[config.mk]
export PLATFORM = sky130hd
export DESIGN_NAME = sc_ifu
export DESIGN_NICKNAME = d
export VERILOG_FILES = /design/src/rtl/sc_ifu.sv
export SDC_FILE = /design/constraint.sdc
export NUM_CORES = 1
export LEC_CHECK = 0
export ABC_CLOCK_PERIOD_IN_PS = 2700
export BUFFER_PORTS_ARGS = -buffer_cell sky130_fd_sc_hd__clkbuf_2
export CAP_MARGIN = 25
export CORE_AREA = 3 3 134 136
export CTS_BUF_LIST = sky130_fd_sc_hd__clkbuf_8
export DETAILED_ROUTE_END_ITERATION = 6
export DIE_AREA = 0 0 137 139
export PLACE_DENSITY_LB_ADDON = 0.1
export REMOVE_ABC_BUFFERS = 1
export SKIP_CTS_REPAIR_TIMING = 1
export SYNTH_ARGS = -nofsm -noshare
export SYNTH_HDL_FRONTEND = slang
export SYNTH_SLANG_ARGS = --single-unit
[constraint.sdc]
create_clock -name clock -period 2.7 [get_ports clock]
set_clock_uncertainty 0.2 [all_clocks]
set_input_delay 0.405 -clock clock [delete_from_list [all_inputs] [get_ports clock]]
set_output_delay 0.405 -clock clock [all_outputs]
set_load 0.02 [all_outputs]
[src/rtl/sc_ifu.sv]
// sc_ifu: instruction fetch unit for the single-cycle MIPS datapath.
//
// Holds the PC and fetches one instruction at a time from instruction
// memory over a req/ack handshake. It then presents the latched word and its
// decoded fields to control and the datapath. When the instruction retires,
// it loads the next PC, chosen by pcsource.
//
// Ports:
//   clock, reset          rising-edge clock, synchronous active-high reset
//   pcsource              next-PC select: 00 pc4, 01 bpc, 10 rpc, 11 jpc
//   bpc, rpc, jpc         branch / jr / jump targets from the datapath
//   commit                held instruction retires (honoured only in VALID)
//   imem_req, imem_addr   fetch request and address (address == pc)
//   imem_ack, imem_rdata  memory response; data latched on ack in FETCH
//   pc, pc4               held instruction address and its successor
//   inst, inst_valid      latched instruction word and its valid flag
//   op..imm               instruction field slices
//   addr_err              one-cycle pulse after a commit to a misaligned target
//   icount                number of committed instructions (wraps)
module sc_ifu #(
    parameter logic [31:0] RESET_PC = 32'h0000_0000
) (
    input  logic        clock,
    input  logic        reset,
    input  logic [1:0]  pcsource,
    input  logic [31:0] bpc,
    input  logic [31:0] rpc,
    input  logic [31:0] jpc,
    input  logic        commit,
    output logic        imem_req,
    output logic [31:0] imem_addr,
    input  logic        imem_ack,
    input  logic [31:0] imem_rdata,
    output logic [31:0] pc,
    output logic [31:0] pc4,
    output logic [31:0] inst,
    output logic        inst_valid,
    output logic [5:0]  op,
    output logic [5:0]  func,
    output logic [4:0]  rs,
    output logic [4:0]  rt,
    output logic [4:0]  rd,
    output logic [4:0]  sa,
    output logic [15:0] imm,
    output logic        addr_err,
    output logic [31:0] icount
);

    typedef enum logic [1:0] {
        RST   = 2'd0,
        FETCH = 2'd1,
        VALID = 2'd2
    } state_t;

    state_t      state, state_nxt;
    logic [31:0] target;

    always_comb begin
        target = pc4;
        unique case (pcsource)
            2'b00: target = pc4;
            2'b01: target = bpc;
            2'b10: target = rpc;
            2'b11: target = jpc;
            default: target = pc4;
        endcase
    end

    always_comb begin
        state_nxt = state;
        case (state)
            RST:     state_nxt = FETCH;
            FETCH:   if (imem_ack) state_nxt = VALID;
            VALID:   if (commit)   state_nxt = FETCH;
            default: state_nxt = RST;
        endcase
    end

    always_ff @(posedge clock) begin
        if (reset) begin
            state    <= RST;
            pc       <= RESET_PC;
            inst     <= '0;
            icount   <= '0;
            addr_err <= 1'b0;
        end else begin
            state    <= state_nxt;
            addr_err <= 1'b0;
            if (state == FETCH && imem_ack) begin
                inst <= imem_rdata;
            end
            if (state == VALID && commit) begin
                // Low bits are forced to zero so the PC stays word-aligned;
                // the misalignment is reported instead of propagated.
                pc       <= {target[31:2], 2'b00};
                icount   <= icount + 32'd1;
                addr_err <= |target[1:0];
            end
        end
    end

    assign imem_req   = (state == FETCH);
    assign imem_addr  = pc;
    assign inst_valid = (state == VALID);
    assign pc4        = pc + 32'd4;

    assign op   = inst[31:26];
    assign rs   = inst[25:21];
    assign rt   = inst[20:16];
    assign rd   = inst[15:11];
    assign sa   = inst[10:6];
    assign func = inst[5:0];
    assign imm  = inst[15:0];

endmodule

Word level (Yosys, flattened, before mapping)
Cells that the tools add are included.

Add/sub/neg operators: 2. Equal/unequal tests: 7. Multiplexer cells: 4. Bitwise operators: 1. Reductions and logical operators: 7.

Operator list (number): $pmux W32 S4 (1); $add A32 B1 Y32 const B (1); $add A32 B3 Y32 const B (1); $eq A2 B2 Y1 const B (3); $pmux W2 S3 (1); $eq A2 B1 Y1 const B (2); $logic_not A2 Y1 (2); $mux W2 (2); $reduce_or A2 Y1 (2); $logic_and A1 B1 Y1 (2); $ne A2 B1 Y1 const B (1); $ne A2 B2 Y1 const B (1); $reduce_and A2 Y1 (1); $not A1 Y1 (1).

Register bits: 97. Input port bits: 134. Output and inout bits: 211. Logic and storage cells: 26.

Depth between registers and ports, before layout
Word-level depth: 4. Mapped depth: 7. Gate-level depth less buffers: 6.

Least setup slack after synthesis
OpenSTA, ideal clock, no wires.

Kind: register to output. Start point: register pc[6], in the netlist imem_addr[6]. End point: output pc4[29]. Arrival: 2209 ps. Required time: 2095 ps. Setup slack: -114 ps. Stages on the path, launching flop included: 7. Buffers on the path: 1. Path through: dfxtp_1 > clkbuf_1 > nand3_1 > nor4_1 > and2_1 > and4_1 > xor2_1.

Word-level cells in the longest chain between the ends: 1.

RTL lines: from (decl) (line 34) `output logic [31:0] pc,`; from (signal assigned) (line 95) `pc <= {target[31:2], 2'b00};`; $add A32 B3 Y32 (line 105) `assign pc4 = pc + 32'd4;`; to (decl) (line 35) `output logic [31:0] pc4,`.

No other way between the ends.

Worst setup path in the final report
Start point: register pc[20], in the netlist imem_addr[20]. End point: output pc4[29].

Same word-level chain as after synthesis.

==> results.md <==
* Status: completed
* CP most frequent cell: and4_4
* Hold Path Class: input pin to flip-flop
* Remaining routing DRC violations at 0
* Period utilisation layout at 98.5%
* Critical Path RT at 2100 ps
* Max incr delay on CP at ~400 ps
* Fmax at 0.376 GHz
* Post-Syn Instances at 762
* Psw at 921 uW
* Final worst slack at 40.5 ps
* PD cells at approximately 390 nW/um^2
* Final #Nets at between 1000 and 1500
* Routability cong. at 0.803
* Ant diodes at 0
* Initial drt markers at 362
* Number of H-tree levels at 3
* Worst-path clk slew at 100 ps
* Hold Path Cell Cnt at 3
* Rel. slew slack at 53.5%
* Clock Sinks at 97
* Area of the die at 19000 um^2
* Tot Pwr at 3.15 mW
* Final HPWL DP at 15.8 mm
* Internal power at 2.23 mW
* Total track usage at about 21%
* Drt via density at 4.97
* Pre-CTS setup slack at 89.9 ps
* Buf+Inv Stages, Crit Path at 1
* Max cap viols at 0
* Routed Antenna Nets at 0
* Internal reg-to-reg setup slack at 170 ps
* Crit Path Class: flip-flop to primary output
* RSZ-0062 raised after global routing: yes
* Io pins at 345
* Largest vdd supply drop at 0.281 mV
* Gr ovfl total at 0
* Post-synthesis sequential area ratio at 32.6%
* Yosys warnings at 0
* Post-synth EDFFs at 0
* Seq pwr share at a little under half
* Avg WL per Cell at 16.2 um
* Combinational power share at 18.3%
* First-pass GRT wire length at 31.7 mm
* Die H at 139 um
* Layout area overhead at 35.3%
* CTS tree: done
* Pin count of the biggest net entering global routing at 54
* Final min period at 2660 ps
* Post-Route WL at 20.6 mm
* Core area at 17100 um^2
* Crit path arrival time at slightly above 2000 ps
* Netlist cell types at 55
* Antenna violations before repair at 0
* Crit-path cells: and4_1 > and4_4 > and2_4 > and4_4 > xor2_1 > buf_4
* Row cnt at 48
* Sw frac at between 20% and 30%
* FF-to-FF Start: icount[11]
* Hold Path End: inst[18]
* Clk_lat worst skew at 370 ps
* Hold Path Origin: imem_rdata[18]
* R2R depth at 5
* Max-slew violations at 0
* Drt first pass iters at 7
* Routed via count at 6303
* Vias in the first global route at 5988
* Post-synthesis register bit count at a little under 100
* Final Hold Fails at 0
* Root buf cell: clkbuf_8
* Worst path top cell family by delay: simple AND/OR/NAND/NOR gates
* Initial core utilization at approximately a third
* Most frequently used flop master after synthesis: dfxtp_1
* IO buf count at between 300 and 400
* Critical Path Start Type: flip-flop
* Clock power share at 34.1%
* Share of layout cells above drive strength 1 at 46.6%
* Lkg Pwr at roughly 3.7 nW
* Critical-path maximum fanout at 7
* Worst slew pin tran at 696 ps
* Post-Syn Area at 5960 um^2
* Die Wd at 137 um
* Slowest library cell on the worst path: dfxtp_2
* # fillers at 1765
* Num CTS Buffers at 9
* Critical Path Sink Type: primary output
* Avg Cell Area, Syn at 7.83 um^2
* Worst r2r dst: icount[29]
* Final setup vio count at 0
* Async SR Flop Fraction at 0%
* Fin Hold WS at 40.8 ps
* CTS max path bufs at 2
==> synth_stat cells, drive strengths merged, types with 4 or more instances <==
library cell    n  area [um^2]
xor2           10         87.6
o31ai           6         45.0
a211oi          4         30.0
o31a            6         52.6
mux4            4         90.1
nand2b          5         31.3
nand3          23          115
a21oi          69          345
buf            92          662
mux2i           7         70.1
or3             6         37.5
o21ai          22          110
a22oi          18          135
xnor2          41          359
nor3           17         85.1
inv            18         67.6
clkbuf         41          154
nand4          13         93.8
o22ai           8         50.1
or4             7         56.3
and4            9         78.8
and3            7         43.8
nor4           13         81.3
mux2           21          236
nor2           59          221
nand2         102          383
dfxtp          97         1940
==> per-layer routing <==
metal  wire length (um)  vias up  global-route usage (%)
li1                   -     3132                       -
met1               8870     2940                    26.9
met2              10200      207                    35.4
met3               1160       24                    3.12
met4                342        0                    6.14
met5                  0        -                       0
==> area by class of cell <==
cell class / instances / area (um^2) / area share [%]
Multi-Input combinational cell: 518 / 3350 / 41.5
Timing Repair Buffer: 394 / 2180 / 27.0
Sequential cell: 97 / 1970 / 24.4
Tap cell: 225 / 282 / 3.49
Clock buffer: 9 / 124 / 1.54
Clock inverter: 7 / 95.1 / 1.18
Inverter: 19 / 71.3 / 0.884
==> cells in the final DEF (no fill, tap or decap), types with 5 or more instances in the layout <==
| cell | synthesis | final |
|---|---|---|
| xnor2_1 | 41 | 41 |
| and3_1 | 7 | 6 |
| dfxtp_1 | 97 | 80 |
| mux2_2 | 21 | 21 |
| conb_1 | 1 | 6 |
| inv_1 | 18 | 19 |
| nor3_1 | 17 | 16 |
| a22oi_1 | 18 | 18 |
| nand4_1 | 11 | 11 |
| dfxtp_2 | 0 | 16 |
| xor2_1 | 10 | 9 |
| nand2b_1 | 5 | 5 |
| mux2i_1 | 7 | 7 |
| buf_6 | 0 | 6 |
| nand2_1 | 102 | 99 |
| nand3_1 | 23 | 19 |
| buf_4 | 84 | 56 |
| o31a_1 | 6 | 6 |
| nor4_1 | 13 | 7 |
| nor2_1 | 59 | 55 |
| and4_1 | 9 | 5 |
| clkbuf_2 | 0 | 330 |
| o21ai_0 | 22 | 22 |
| o31ai_1 | 6 | 6 |
| or4_1 | 6 | 5 |
| a21oi_1 | 69 | 69 |
| or3_1 | 6 | 5 |
| clkbuf_8 | 0 | 9 |
| o22ai_1 | 8 | 8 |
==> worst max-delay path by stage <==
stage / startpoint / to / slack [ps] / cells after the start
detailed placement: icount[11] / icount[29] / 90 / 5
global placement: icount[11] / icount[29] / 120 / 5
finish: imem_addr[20] / pc4[29] / 40 / 6
global route: imem_addr[9] / pc4[29] / -70 / 7
floorplan: commit / icount[30] / -230 / 5
CTS: imem_addr[2] / pc4[28] / -290 / 7
==> worst min-delay path: cells and delay by family <==
kind | cells | cell delay [ps]
compound gates | 1 | 50
buf+inv | 1 | 80
simple gates | 1 | 40
==> sequential cells by signal, summed over array words and instances (netlist names) <==
signal and cells:
icount 32, inst 32, imem_addr 30, state 2
addr_err 1
==> power groups by stage <==
stage / Combinational, mW / Clock, mW / Sequential (mW)
after floorplan: 0.190 / 0 / 1.62
after global placement: 0.578 / 0 / 1.53
after detailed placement: 0.578 / 0 / 1.53
after CTS: 0.580 / 1.11 / 1.50
after global routing: 0.631 / 1.16 / 1.51
final: 0.577 / 1.07 / 1.50
==> cell families (layout without fill, tap and decap cells) <==
group | count (synthesis) | in the layout | synth area share [%]
and+or+nand+nor | 270 | 270 | 21.6
buffers and inverters | 152 | 429 | 14.9
other | 1 | 6 | 0.0629
xor gates and xnor gates | 51 | 51 | 7.49
muxes | 32 | 32 | 6.65
adders and majority gates | 2 | 2 | 0.419
AOI/OAI and AO/OA | 157 | 157 | 16.3
DFF | 97 | 97 | 32.6
==> through the flow <==
| step | instances | cell area (um^2) | utilization (%) | setup TNS (ps) |
|---|---|---|---|---|
| 2_1_floorplan | 634 | 5170 | - | -949 |
| 3_3_place_gp | 1243 | 7520 | 44.1 | 0 |
| 3_5_place_dp | 1243 | 7520 | 44.1 | 0 |
| 4_1_cts | 1259 | 7730 | 45.3 | -2210 |
| 5_1_grt | 1269 | 8070 | 47.3 | -196 |
| 6_report | 1269 | 8070 | 47.3 | 0 |
No activity file was read; power rests on OpenSTA's default activity.
